<file path="config.mk">
export PLATFORM = sky130hd
export DESIGN_NAME = fetch_pc_unit_flat
export DESIGN_NICKNAME = d
export VERILOG_FILES = /design/src/rtl/fetch_pc_unit_if.sv /design/src/rtl/fetch_pc_unit.sv /design/src/flat_wrapper.sv
export SDC_FILE = /design/constraint.sdc
export NUM_CORES = 1
export LEC_CHECK = 0
export ABC_AREA = 1
export BUFFER_PORTS_ARGS = -buffer_cell sky130_fd_sc_hd__buf_2
export CAP_MARGIN = 30
export CORE_MARGIN = 2
export CORE_UTILIZATION = 54
export DETAILED_ROUTE_END_ITERATION = 6
export PLACE_DENSITY_LB_ADDON = 0.15
export SYNTH_ARGS = -nofsm -noshare
export SYNTH_HDL_FRONTEND = slang
export SYNTH_SLANG_ARGS = --single-unit
</file>
<file path="constraint.sdc">
create_clock -name clk -period 4.9 [get_ports clk]
set_clock_uncertainty 0.2 [all_clocks]
set_input_delay 0.49 -clock clk [delete_from_list [all_inputs] [get_ports clk]]
set_output_delay 0.49 -clock clk [all_outputs]
set_load 0.05 [all_outputs]
</file>
<file path="src/rtl/fetch_pc_unit_if.sv">
// Fetch-stage bus between fetch_pc_unit and the rest of the core (controller, ALU, regfile, ROM, board).
// The master modport is the fetch unit; the slave modport is its surrounding logic.
interface fetch_pc_unit_if #(
  parameter int ROM_AW = 10
);
  logic              go;
  logic [31:0]       instruction;
  logic [1:0]        pcWrite;
  logic              jump;
  logic              bltz;
  logic              syscall;
  logic              aluEqual;
  logic              aluLess;
  logic [31:0]       rsValue;
  logic [31:0]       v0Value;

  logic [ROM_AW-1:0] instrAddr;
  logic [5:0]        operator;
  logic [5:0]        special;
  logic [31:0]       pc;
  logic [31:0]       pcPlus4;
  logic              instrValid;
  logic              paused;
  logic              halted;
  logic [31:0]       cycleCount;
  logic [31:0]       jumpCount;
  logic [31:0]       branchCount;

  modport master (
    input  go, instruction, pcWrite, jump, bltz, syscall, aluEqual, aluLess, rsValue, v0Value,
    output instrAddr, operator, special, pc, pcPlus4, instrValid, paused, halted,
           cycleCount, jumpCount, branchCount
  );

  modport slave (
    output go, instruction, pcWrite, jump, bltz, syscall, aluEqual, aluLess, rsValue, v0Value,
    input  instrAddr, operator, special, pc, pcPlus4, instrValid, paused, halted,
           cycleCount, jumpCount, branchCount
  );
endinterface

</file>
<file path="src/rtl/fetch_pc_unit.sv">
// PC register, ROM fetch/field split, next-PC select and the RUN/PAUSE/HALT syscall state machine.
// Statistics counters are built only when FETCH_STATS_EN is defined; otherwise they read zero.
module fetch_pc_unit #(
  parameter logic [31:0] RESET_PC = 32'h0000_0000,
  parameter int          ROM_AW   = 10
) (
  input  logic            clk,
  input  logic            rst_n,
  fetch_pc_unit_if.master bus
);

  typedef enum logic [1:0] {RUN, PAUSE, HALT} state_e;

  localparam logic [31:0] RESET_PC_W = {RESET_PC[31:2], 2'b00};

  state_e      state_q;
  logic [31:0] pc_q, pc_d;
  logic        go_prev_q;
  logic        instr_valid_q, paused_q, halted_q;

  logic [31:0] pc_plus4, br_tgt, j_tgt, jr_tgt, next_pc;
  logic        is_jr, br_taken, go_edge, is_exit;
  logic        unused_ok;

  assign pc_plus4 = pc_q + 32'd4;
  assign br_tgt   = pc_plus4 + {{14{bus.instruction[15]}}, bus.instruction[15:0], 2'b00};
  assign j_tgt    = {pc_plus4[31:28], bus.instruction[25:0], 2'b00};
  assign jr_tgt   = {bus.rsValue[31:2], 2'b00};
  assign unused_ok = ^bus.rsValue[1:0];

  // jr and j/jal outrank every conditional branch, so a branch only counts as taken below them.
  assign is_jr    = (bus.pcWrite == 2'b01);
  assign br_taken = !is_jr && !bus.jump &&
                    (((bus.pcWrite == 2'b10) &&  bus.aluEqual) ||
                     ((bus.pcWrite == 2'b11) && !bus.aluEqual) ||
                     (bus.bltz && bus.aluLess));

  assign next_pc = is_jr    ? jr_tgt :
                   bus.jump ? j_tgt  :
                   br_taken ? br_tgt : pc_plus4;

  assign go_edge = bus.go && !go_prev_q;
  assign is_exit = (bus.v0Value == 32'd10);

  always_comb begin
    pc_d = pc_q;
    if (state_q == RUN) begin
      if (!bus.syscall)  pc_d = next_pc;
      else if (!is_exit) pc_d = pc_plus4;
    end
  end

  always_ff @(posedge clk or negedge rst_n) begin
    if (!rst_n) begin
      state_q       <= RUN;
      pc_q          <= RESET_PC_W;
      go_prev_q     <= 1'b0;
      instr_valid_q <= 1'b1;
      paused_q      <= 1'b0;
      halted_q      <= 1'b0;
    end else begin
      go_prev_q <= bus.go;
      pc_q      <= pc_d;
      case (state_q)
        RUN: begin
          if (bus.syscall) begin
            instr_valid_q <= 1'b0;
            if (is_exit) begin
              state_q  <= HALT;
              halted_q <= 1'b1;
            end else begin
              state_q  <= PAUSE;
              paused_q <= 1'b1;
            end
          end
        end
        PAUSE: begin
          if (go_edge) begin
            state_q       <= RUN;
            paused_q      <= 1'b0;
            instr_valid_q <= 1'b1;
          end
        end
        HALT: begin
          state_q <= HALT;
        end
        default: begin
          state_q       <= RUN;
          instr_valid_q <= 1'b1;
          paused_q      <= 1'b0;
          halted_q      <= 1'b0;
        end
      endcase
    end
  end

  assign bus.instrAddr  = pc_q[ROM_AW+1:2];
  assign bus.operator   = bus.instruction[31:26];
  assign bus.special    = bus.instruction[5:0];
  assign bus.pc         = pc_q;
  assign bus.pcPlus4    = pc_plus4;
  assign bus.instrValid = instr_valid_q;
  assign bus.paused     = paused_q;
  assign bus.halted     = halted_q;

`ifdef FETCH_STATS_EN
  logic [31:0] cycle_cnt_q, jump_cnt_q, branch_cnt_q;

  // The syscall cycle itself is still a RUN cycle and is counted.
  always_ff @(posedge clk or negedge rst_n) begin
    if (!rst_n) begin
      cycle_cnt_q  <= 32'd0;
      jump_cnt_q   <= 32'd0;
      branch_cnt_q <= 32'd0;
    end else if (state_q == RUN) begin
      cycle_cnt_q <= cycle_cnt_q + 32'd1;
      if (bus.jump || is_jr) jump_cnt_q   <= jump_cnt_q + 32'd1;
      if (br_taken)          branch_cnt_q <= branch_cnt_q + 32'd1;
    end
  end

  assign bus.cycleCount  = cycle_cnt_q;
  assign bus.jumpCount   = jump_cnt_q;
  assign bus.branchCount = branch_cnt_q;
`else
  assign bus.cycleCount  = 32'h0;
  assign bus.jumpCount   = 32'h0;
  assign bus.branchCount = 32'h0;
`endif

endmodule

</file>
<file path="src/flat_wrapper.sv">
// flat-port wrapper written by rule: the top's interface ports become plain ports
module fetch_pc_unit_flat 
#(
  parameter logic [31:0] RESET_PC = 32'h0000_0000,
  parameter int          ROM_AW   = 10
)
  (clk, rst_n, bus_go, bus_instruction, bus_pcWrite, bus_jump, bus_bltz, bus_syscall, bus_aluEqual, bus_aluLess, bus_rsValue, bus_v0Value, bus_instrAddr, bus_operator, bus_special, bus_pc, bus_pcPlus4, bus_instrValid, bus_paused, bus_halted, bus_cycleCount, bus_jumpCount, bus_branchCount);
  fetch_pc_unit_if #(.ROM_AW(ROM_AW)) bus_i ();
  input  logic clk;
  input  logic rst_n;
  input wire logic [$bits(bus_i.go)-1:0] bus_go;
  input wire logic [$bits(bus_i.instruction)-1:0] bus_instruction;
  input wire logic [$bits(bus_i.pcWrite)-1:0] bus_pcWrite;
  input wire logic [$bits(bus_i.jump)-1:0] bus_jump;
  input wire logic [$bits(bus_i.bltz)-1:0] bus_bltz;
  input wire logic [$bits(bus_i.syscall)-1:0] bus_syscall;
  input wire logic [$bits(bus_i.aluEqual)-1:0] bus_aluEqual;
  input wire logic [$bits(bus_i.aluLess)-1:0] bus_aluLess;
  input wire logic [$bits(bus_i.rsValue)-1:0] bus_rsValue;
  input wire logic [$bits(bus_i.v0Value)-1:0] bus_v0Value;
  output wire logic [$bits(bus_i.instrAddr)-1:0] bus_instrAddr;
  output wire logic [$bits(bus_i.operator)-1:0] bus_operator;
  output wire logic [$bits(bus_i.special)-1:0] bus_special;
  output wire logic [$bits(bus_i.pc)-1:0] bus_pc;
  output wire logic [$bits(bus_i.pcPlus4)-1:0] bus_pcPlus4;
  output wire logic [$bits(bus_i.instrValid)-1:0] bus_instrValid;
  output wire logic [$bits(bus_i.paused)-1:0] bus_paused;
  output wire logic [$bits(bus_i.halted)-1:0] bus_halted;
  output wire logic [$bits(bus_i.cycleCount)-1:0] bus_cycleCount;
  output wire logic [$bits(bus_i.jumpCount)-1:0] bus_jumpCount;
  output wire logic [$bits(bus_i.branchCount)-1:0] bus_branchCount;
  assign bus_i.go = bus_go;
  assign bus_i.instruction = bus_instruction;
  assign bus_i.pcWrite = bus_pcWrite;
  assign bus_i.jump = bus_jump;
  assign bus_i.bltz = bus_bltz;
  assign bus_i.syscall = bus_syscall;
  assign bus_i.aluEqual = bus_aluEqual;
  assign bus_i.aluLess = bus_aluLess;
  assign bus_i.rsValue = bus_rsValue;
  assign bus_i.v0Value = bus_v0Value;
  assign bus_instrAddr = bus_i.instrAddr;
  assign bus_operator = bus_i.operator;
  assign bus_special = bus_i.special;
  assign bus_pc = bus_i.pc;
  assign bus_pcPlus4 = bus_i.pcPlus4;
  assign bus_instrValid = bus_i.instrValid;
  assign bus_paused = bus_i.paused;
  assign bus_halted = bus_i.halted;
  assign bus_cycleCount = bus_i.cycleCount;
  assign bus_jumpCount = bus_i.jumpCount;
  assign bus_branchCount = bus_i.branchCount;
  fetch_pc_unit #(.RESET_PC(RESET_PC), .ROM_AW(ROM_AW)) u_core (.clk(clk), .rst_n(rst_n), .bus(bus_i));
endmodule
</file>
==> results of run 1 <==
## cell type report
cell class                      count  area [um2]  share of cell area [%]
Clock buffer                        8         146                    1.97
Timing Repair Buffer              185         948                    12.8
Tap cell                          168         210                    2.83
Multi-Input combinational cell    956        4600                    61.9
Sequential cell                    36         902                    12.2
Inverter                          165         619                    8.34
## routing by layer
metal / track usage (%) / wire, um
met3: 2.77 / 2080
met2: 52.6 / 10100
met1: 44.3 / 9300
met5: 0 / 0
met4: 11.3 / 785
## final timing paths
check,start,to,slack (ns),depth (start not counted)
setup reg to reg,u_core.bus.pc[2],u_core.bus.pc[27],1.30,22
hold / removal,rst_n,u_core.bus.pc[19],0.11,1
min in group clk,bus_go,u_core.go_prev_q,0.14,1
setup / recovery,u_core.bus.pc[2],u_core.bus.pc[27],1.30,22
max in group asynchronous,rst_n,u_core.bus.pc[8],3.86,1
hold reg to reg,u_core.bus.instrValid,u_core.bus.instrValid,0.28,2
## metrics by stage
step / hold slack (ns) / instance area [um2]
floorplan: -0.00559 / 7130
global placement: 0.253 / 7280
detailed placement: 0.260 / 7280
CTS: 0.136 / 7420
global route: 0.131 / 7420
finish: 0.114 / 7420
## Yosys cell counts, types with 7 or more instances
master | n | share of area (%)
sky130_fd_sc_hd__nand2_1 | 430 | 24
sky130_fd_sc_hd__nand3_1 | 73 | 5.4
sky130_fd_sc_hd__dfrtp_1 | 35 | 13
sky130_fd_sc_hd__a21oi_1 | 62 | 4.6
sky130_fd_sc_hd__nor3_1 | 7 | 0.52
sky130_fd_sc_hd__ha_1 | 40 | 7.4
sky130_fd_sc_hd__or2_2 | 15 | 1.4
sky130_fd_sc_hd__buf_2 | 7 | 0.52
sky130_fd_sc_hd__buf_4 | 122 | 14
sky130_fd_sc_hd__xor2_1 | 11 | 1.4
sky130_fd_sc_hd__o21ai_0 | 47 | 3.5
sky130_fd_sc_hd__o21bai_1 | 7 | 0.78
sky130_fd_sc_hd__nand4_1 | 10 | 0.93
sky130_fd_sc_hd__nor2_1 | 91 | 5.1
sky130_fd_sc_hd__nand3b_1 | 7 | 0.78
sky130_fd_sc_hd__o21ai_1 | 7 | 0.52
sky130_fd_sc_hd__clkbuf_1 | 15 | 0.83
sky130_fd_sc_hd__inv_1 | 161 | 8.9
## cell usage in the layout (no fill, tap or decap), drive strengths merged, types with 7 or more instances in the layout
cell    count
nand2     437
buf       185
inv       163
conb      100
nor2      100
nand3      74
a21oi      62
o21ai      54
ha         40
dfrtp      35
or2        15
xor2       12
nand4      10
nor3        8
nand3b      8
clkbuf      8
o21bai      7
xnor2       7
## sequential cells by signal (all words and copies together) (netlist names)
signal,flops
u_core.bus.halted,1
u_core.bus.instrValid,1
u_core.bus.paused,1
u_core.bus.pc,30
u_core.go_prev_q,1
u_core.state_q,2
## critical path: stages (launching register included)
cell,delay [ns]
sky130_fd_sc_hd__dfrtp_1,0.49
sky130_fd_sc_hd__ha_1,0.24
sky130_fd_sc_hd__inv_1,0.08
sky130_fd_sc_hd__nor2_4,0.16
sky130_fd_sc_hd__nand3_1,0.13
sky130_fd_sc_hd__nor2_4,0.22
sky130_fd_sc_hd__nand3_1,0.09
sky130_fd_sc_hd__nand2_1,0.17
sky130_fd_sc_hd__inv_1,0.09
sky130_fd_sc_hd__ha_1,0.39
sky130_fd_sc_hd__nand2_1,0.11
sky130_fd_sc_hd__nor2_1,0.23
sky130_fd_sc_hd__inv_1,0.09
sky130_fd_sc_hd__nor3_1,0.17
sky130_fd_sc_hd__nand2_1,0.11
sky130_fd_sc_hd__nand3_1,0.09
sky130_fd_sc_hd__nand2_1,0.05
sky130_fd_sc_hd__nand3_1,0.10
sky130_fd_sc_hd__nand2_1,0.06
sky130_fd_sc_hd__nand2_1,0.05
sky130_fd_sc_hd__nand2_1,0.05
sky130_fd_sc_hd__nand2_1,0.09
sky130_fd_sc_hd__nand2_1,0.05
## power by group through the flow
| stage | Sequential [W] | Combinational (W) | Clock [W] |
|---|---|---|---|
| detailed placement | 0.000695 | 0.00429 | 0 |
| global route | 0.000721 | 0.00475 | 0.000340 |
| finish | 0.000701 | 0.00435 | 0.000326 |
| floorplan | 0.00111 | 0.00296 | 0 |
| CTS | 0.000695 | 0.00431 | 0.000324 |
| global placement | 0.000700 | 0.00425 | 0 |
## cells by family after synthesis
| logic type | Yosys count |
|---|---|
| and+or+nand+nor | 658 |
| AOI/OAI and AO/OA | 138 |
| buffers and inverters | 311 |
| xor gates and xnor gates | 19 |
| adders and majority gates | 41 |
| other | 1 |
| DFF | 36 |
==> qor.tcl, run 1 <==
set qor(outcome) {complete, no violations}
set qor(root_driver) {sky130_fd_sc_hd__clkbuf_16}
set qor(post_synth_instance_area_um2) 6760
set qor(power_w) 0.00537
set qor(postLayoutSetupSlackWorst_ns) 1.30
set qor(cts_buffers) 5
set qor(port_buffers) 176
set qor(total_of_max_cap_violations) 0
set qor(simple_gate_portion_of_the_synthesized_area_pct) 41.0
set qor(initial_antenna_violation_count) 0
set qor(design.final.nets) 1496
set qor(grt_start_max_net_pins) 37
set qor(route.vias.total) 7734
set qor(power.density_nw_per_um2) 724
set qor(synth_compound_area_share_pct) 11.1
set qor(grt.total_usage_pct) 32.1
set qor(coreArea_um2) 12100
set qor(synth_area_per_cell_um2) 5.62
set qor(detail_route.wirelength_um) 22200
set qor(worst_ep_required_time_ns) 4.87
set qor(gp_congestion) 0.996
set qor(cts.htree.levels) 2
set qor(num-fill-cells) 1320
set qor(fin_cells) 1518
set qor(number_of_hold_violations_in_the_final_report) 0
set qor(die_width_um) 116
set qor(gr-total-overflow) 0
set qor(drt-wirelength-per-cell_um) 14.6
set qor(start_kind) {flop}
set qor(post-route-util_pct) 61.3
set qor(power.leakage_nw) 4.48
set qor(rows) 40
set qor(seq_area_frac_synth_pct) 13.3
set qor(antenna_cells) 0
set qor(dieArea_um2) 13400
set qor(async_flop_share_pct) 100
set qor(synth_ff_type) {sky130_fd_sc_hd__dfrtp_1}
set qor(portion_of_total_power_attributed_to_the_clock_network_pct) 6.1
set qor(boundaryPins) 291
set qor(count_of_placed_standard_cells_including_taps) 1510
set qor(post-cts-setup-buffer-count) 0
set qor(syn2layout_area_growth_pct) 9.79
set qor(period_needed_ns) 3.60
set qor(switchingPower_w) 0.00360
set qor(drt-initial-drc-count) 651
set qor(clkSlewWorstSetupHoldPaths_ns) 0.06
set qor(cellInternalPower_w) 0.00177
set qor(worst-endpoint-arrival_ns) 3.57
set qor(finalSetupViolCount) 0
set qor(synth_edf_count) 0
set qor(ys_warn_count) 0
set qor(tritoncts) {done}
set qor(dominant_combinational_cell_family_by_area_after_synthesis) {simple AND/OR/NAND/NOR gates}
set qor(synthXorXnorAreaFrac_pct) 2.68
set qor(grt_first_pass_wirelength_um) 33800
set qor(start_util_pct) 55.8
set qor(final_min_period_over_clock_period_pct) 73.5
set qor(power.share.sequential_pct) 13.1
set qor(floorplan.die.height_um) 116
set qor(ctsLongestPathBuffers) 2
set qor(timing_worst_slew_pin_value_ns) 0.841
set qor(critPathMaxFanout) 8
set qor(holdCritPathClass) {in -> async}
set qor(power.ir.vdd_worst_uv) 787
set qor(antenna_left) 0
set qor(cts_hold_repair.buffers) 0
set qor(setup.worst_path.class) {reg -> reg}
set qor(detailedPlacementHpwl_um) 18100
set qor(post_synth_inst_count) 1204
set qor(ratio_of_cells_with_drive_above_1_in_the_final_layout_pct) 17.0
set qor(synthAdderAreaFrac_pct) 7.70
set qor(max_freq_mhz) 278
set qor(grt_pass1_vias) 6756
set qor(final-max-slew-violation-count) 0
set qor(switching_share_pct) 67.0
set qor(clock_insertion_delay_at_the_later_pin_of_the_skew_report_ns) 0.28
set qor(timing.setup.tns_ns) 0
set qor(firstDrtPassIters) 6
set qor(postCtsResizedCells) 0
set qor(rsz_0062_raised_after_global_routing) {no}
set qor(critical_path.endpoint_type) {flop}
set qor(drc) 0
set qor(synth_mux_area_share_pct) 0
set qor(pwr-share-comb_pct) 80.9
set qor(postSynthRegisterBits) 36
set qor(worst_setup_slack_post_dpl_ns) 1.36
set qor(worst_slew_margin_rel_pct) 44.0
set qor(vias_per_cell) 5.09
set qor(clock_sinks) 36
set qor(ys_types) 43
Note: power is estimated with default switching activity, not from simulation.
==> inputs of run 2 (changes only) <==
--- a/config.mk
+++ b/config.mk
@@ -5,11 +5,11 @@
 export SDC_FILE = /design/constraint.sdc
 export NUM_CORES = 1
 export LEC_CHECK = 0
-export ABC_AREA = 1
+export ABC_AREA = 0
 export BUFFER_PORTS_ARGS = -buffer_cell sky130_fd_sc_hd__buf_2
 export CAP_MARGIN = 30
 export CORE_MARGIN = 2
-export CORE_UTILIZATION = 54
+export CORE_UTILIZATION = 43
 export DETAILED_ROUTE_END_ITERATION = 6
 export PLACE_DENSITY_LB_ADDON = 0.15
 export SYNTH_ARGS = -nofsm -noshare
==> constraint.sdc (replaced) <==
create_clock -name clk -period 3.08 [get_ports clk]
set_clock_uncertainty 0.2 [all_clocks]
set_input_delay 0.308 -clock clk [delete_from_list [all_inputs] [get_ports clk]]
set_output_delay 0.308 -clock clk [all_outputs]
set_load 0.05 [all_outputs]
==> qor.tcl, run 2 <==
set qor(clock_insertion_delay_at_the_later_pin_of_the_skew_report_ns) 0.28 ;# about the same
set qor(number_of_hold_violations_in_the_final_report) 0 ;# unchanged
set qor(dieArea_um2) 14100 ;# +5.0%
set qor(synth_top_area_share_pct) 16.3 ;# -7.6 points
set qor(final-max-slew-violation-count) 0 ;# unchanged
set qor(ys_warn_count) 0 ;# unchanged
set qor(coreArea_um2) 12700 ;# +5.0%
set qor(port_buffers) 176 ;# unchanged
set qor(critical_path.endpoint_type) {flop}
set qor(post_synth_inst_count) 759 ;# -37%
set qor(portion_of_total_power_attributed_to_the_clock_network_pct) 5.3 ;# -0.8 points
set qor(final_min_period_over_clock_period_pct) 116 ;# +43 points
set qor(start_kind) {flop}
set qor(gr-total-overflow) 0 ;# unchanged
set qor(vias_per_cell) 5.52 ;# +8.4%
set qor(grt.total_usage_pct) 32.1 ;# about the same
set qor(timing_worst_slew_pin_value_ns) 0.855 ;# +0.0147 ns
set qor(count_of_placed_standard_cells_including_taps) 1240 ;# -18%
set qor(period_needed_ns) 3.59 ;# -0.0148 ns
set qor(cts_buffers) 5 ;# unchanged
set qor(largest_register_ff_count) 30 ;# unchanged
set qor(failed_checks) {negative setup slack}
set qor(pwr-share-comb_pct) 86.3 ;# +5.4 points
set qor(synth.largest_area_cell) {sky130_fd_sc_hd__buf_4}
set qor(critPathMaxFanout) 6 ;# -2
set qor(clock_sinks) 36 ;# unchanged
set qor(rows) 41 ;# +2.5%
set qor(synth_edf_count) 0 ;# unchanged
set qor(worst_setup_slack_post_dpl_ns) -0.591 ;# -1.95 ns
set qor(postSynthRegisterBits) 36 ;# unchanged
set qor(synthXorXnorAreaFrac_pct) 8.66 ;# +6.0 points
set qor(power.leakage_nw) 4.32 ;# -3.5%
set qor(power.ir.vdd_worst_uv) 739 ;# -6.0%
set qor(grt_pass1_vias) 6667 ;# -1.3%
set qor(switchingPower_w) 0.00603 ;# +67%
set qor(finalSetupViolCount) 20 ;# +20
set qor(synth.area.top_cells) {sky130_fd_sc_hd__buf_4 (16%), sky130_fd_sc_hd__dfrtp_1 (15%), sky130_fd_sc_hd__ha_1 (8.8%), sky130_fd_sc_hd__a21oi_1 (5.6%), sky130_fd_sc_hd__xnor2_1 (4.8%)}
set qor(floorplan.die.height_um) 119 ;# +2.4%
set qor(critPathMaxStageDelay_ns) 0.40 ;# -0.09 ns
set qor(rsz_0062_raised_after_global_routing) {yes}
set qor(gp_congestion) 0.967 ;# -3.0%
set qor(ys_types) 65 ;# +51%
set qor(holdCritPathClass) {in -> reg}
set qor(cts.htree.levels) 2 ;# unchanged
set qor(worst-endpoint-arrival_ns) 3.57 ;# about the same
set qor(ctsLongestPathBuffers) 2 ;# unchanged
set qor(setup.worst_path.class) {reg -> reg}
set qor(outcome) {finished with violations}
set qor(design.final.nets) 1240 ;# -17%
set qor(netlist_top_cells_count) {sky130_fd_sc_hd__buf_4 (123), sky130_fd_sc_hd__a21oi_1 (63), sky130_fd_sc_hd__nand2_1 (63)}
set qor(drt-initial-drc-count) 442 ;# -32%
set qor(seq_area_frac_synth_pct) 15.9 ;# +2.6 points
set qor(layout.cells.most_common) {sky130_fd_sc_hd__buf_4}
set qor(dominant_combinational_cell_family_by_area_after_synthesis) {compound AO/OA/AOI/OAI gates}
set qor(ratio_of_cells_with_drive_above_1_in_the_final_layout_pct) 49.2 ;# +32 points
set qor(boundaryPins) 291 ;# unchanged
set qor(total_of_max_cap_violations) 0 ;# unchanged
set qor(postLayoutSetupSlackWorst_ns) -0.506 ;# -1.81 ns
set qor(power.share.sequential_pct) 8.4 ;# -4.7 points
set qor(post-route-util_pct) 70.9 ;# +9.6 points
set qor(worst_slew_margin_rel_pct) 43.0 ;# -0.98 points
set qor(slowest_stage) {sky130_fd_sc_hd__dfrtp_4}
set qor(cell_with_the_most_instances_after_synthesis) {sky130_fd_sc_hd__buf_4}
set qor(grt_first_pass_wirelength_um) 35600 ;# +5.3%
set qor(synth_mux_area_share_pct) 0.531 ;# +0.53 points
set qor(antenna_cells) 0 ;# unchanged
set qor(switching_share_pct) 55.2 ;# -12 points
set qor(max_freq_mhz) 279 ;# +0.41%
set qor(simple_gate_portion_of_the_synthesized_area_pct) 18.5 ;# -23 points
set qor(whs_ns) 0.104 ;# -0.0102 ns
set qor(synth_area_per_cell_um2) 7.46 ;# +33%
set qor(cellInternalPower_w) 0.00489 ;# +180%
set qor(root_driver) {sky130_fd_sc_hd__clkbuf_16}
set qor(detailedPlacementHpwl_um) 18900 ;# +4.1%
set qor(crit_path_top_cell_by_count) {sky130_fd_sc_hd__o21a_1}
set qor(firstDrtPassIters) 5 ;# -1
set qor(fin_cells) 1266 ;# -17%
set qor(grt_start_max_net_pins) 37 ;# unchanged
set qor(post_synth_instance_area_um2) 5660 ;# -16%
set qor(die_width_um) 119 ;# +2.4%
set qor(syn2layout_area_growth_pct) 59.4
set qor(synthAdderAreaFrac_pct) 9.20 ;# +1.5 points
set qor(drc) 0 ;# unchanged
set qor(crit_path_cell_trace) {and4_4 > nand3_4 > nor3_4 > buf_12 > buf_8 > xor2_4 > ha_4 > o21a_1 > o21a_1 > o22ai_4 > nand3b_1 > a21oi_2 > nor3_1 > a311oi_2 > xnor2_1 > o31ai_1}
set qor(initial_antenna_violation_count) 0 ;# unchanged
set qor(tritoncts) {done}
set qor(synth_compound_area_share_pct) 27.5 ;# +16 points
set qor(clkSlewWorstSetupHoldPaths_ns) 0.06 ;# about the same
set qor(start_util_pct) 44.5 ;# -11 points
set qor(drt-wirelength-per-cell_um) 18.9 ;# +29%
set qor(power.density_nw_per_um2) 1210 ;# +67%
set qor(async_flop_share_pct) 100 ;# unchanged
set qor(synth_ff_type) {sky130_fd_sc_hd__dfrtp_1}
set qor(route.vias.total) 6993 ;# -9.6%
set qor(layout.cells.most_common_list) {sky130_fd_sc_hd__buf_4 (186), sky130_fd_sc_hd__buf_2 (175), sky130_fd_sc_hd__conb_1 (100)}
set qor(antenna_left) 0 ;# unchanged
set qor(detail_route.wirelength_um) 23900 ;# +7.6%
set qor(worst_ep_required_time_ns) 3.06 ;# -1.81 ns
## run 2: cell types whose count changed after synthesis, moves of 14 or more
cell	before	now
sky130_fd_sc_hd__nor2_1	91	55
sky130_fd_sc_hd__inv_1	161	18
sky130_fd_sc_hd__xor2_1	11	25
sky130_fd_sc_hd__and3_1	0	16
sky130_fd_sc_hd__nand3_1	73	17
sky130_fd_sc_hd__xnor2_1	6	31
sky130_fd_sc_hd__a21o_1	3	18
sky130_fd_sc_hd__nand2_1	430	63
## run 2: cell families after synthesis
kind of cell | Yosys count
compound gates | 236
simple gates | 215
buf+inv | 171
xor+xnor | 56
fa+ha+maj | 41
flops | 36
mux | 3
other cells | 1
## run 2: final timing paths
path	to	cells past startpoint	from	slack (ns)
worst max-delay path	u_core.bus.pc[31]	16	u_core.bus.pc[10]	-0.51
worst min-delay path	u_core.bus.pc[19]	3	bus_rsValue[19]	0.10
worst max register to register	u_core.bus.pc[31]	16	u_core.bus.pc[10]	-0.51
worst min register to register	u_core.bus.paused	1	u_core.bus.paused	0.30
max in group asynchronous	u_core.bus.pc[3]	2	rst_n	1.58
min in group asynchronous	u_core.bus.pc[8]	2	rst_n	0.48
## run 2: timing repair
item / in CTS / in global routing
resized for setup: 51 / 61
pin swaps: 34 / 52
setup endpoints to repair: 22 / 28
setup buffers: 10 / 8
hold buffers: 2 / 0
hold endpoints to repair: 36 / 0
## run 2: cell type report
cell class | instances | area [um2]
Timing Repair Buffer | 381 | 2520
Clock buffer | 6 | 129
Clock inverter | 2 | 35.0
Sequential cell | 36 | 931
Tap cell | 172 | 215
Multi-Input combinational cell | 651 | 5110
Fill cell | 1083 | 3700
Inverter | 18 | 70.1
## run 2: per-stage QoR
step	setup TNS (ns)	total power (W)	instance area [um2]
2_1_floorplan	-12.64	0.00651	6640
3_3_place_gp	-7.82	0.00924	8120
3_5_place_dp	-8.80	0.00933	8120
4_1_cts	-7.33	0.0103	8630
5_1_grt	-9.59	0.0115	9020
6_report	-6.80	0.0109	9020
## run 2: power groups by stage
stage / clock network, W / logic (W) / registers, W
6_report: 0.000584 / 0.00942 / 0.000914
5_1_grt: 0.000605 / 0.00993 / 0.000948
4_1_cts: 0.000592 / 0.00883 / 0.000907
3_5_place_dp: 0 / 0.00841 / 0.000913
3_3_place_gp: 0 / 0.00834 / 0.000902
2_1_floorplan: 0 / 0.00467 / 0.00184
## run 2: per-layer routing
| layer | vias to the layer above | global-route usage (%) | part of all wire (%) |
|---|---|---|---|
| met5 | - | 0 | 0 |
| met4 | 0 | 10.1 | 2.7 |
| met3 | 58 | 5.21 | 8.8 |
| met2 | 392 | 51.7 | 47 |
| met1 | 3348 | 43.8 | 42 |
| li1 | 3195 | - | - |
## run 2: critical path: cells and delay by family (launching register included)
family	cells	cell delay [ns]
fa+ha+maj	1	0.25
simple gates	5	0.80
xor+xnor	2	0.35
flops	1	0.40
compound gates	6	1.22
buf+inv	2	0.26
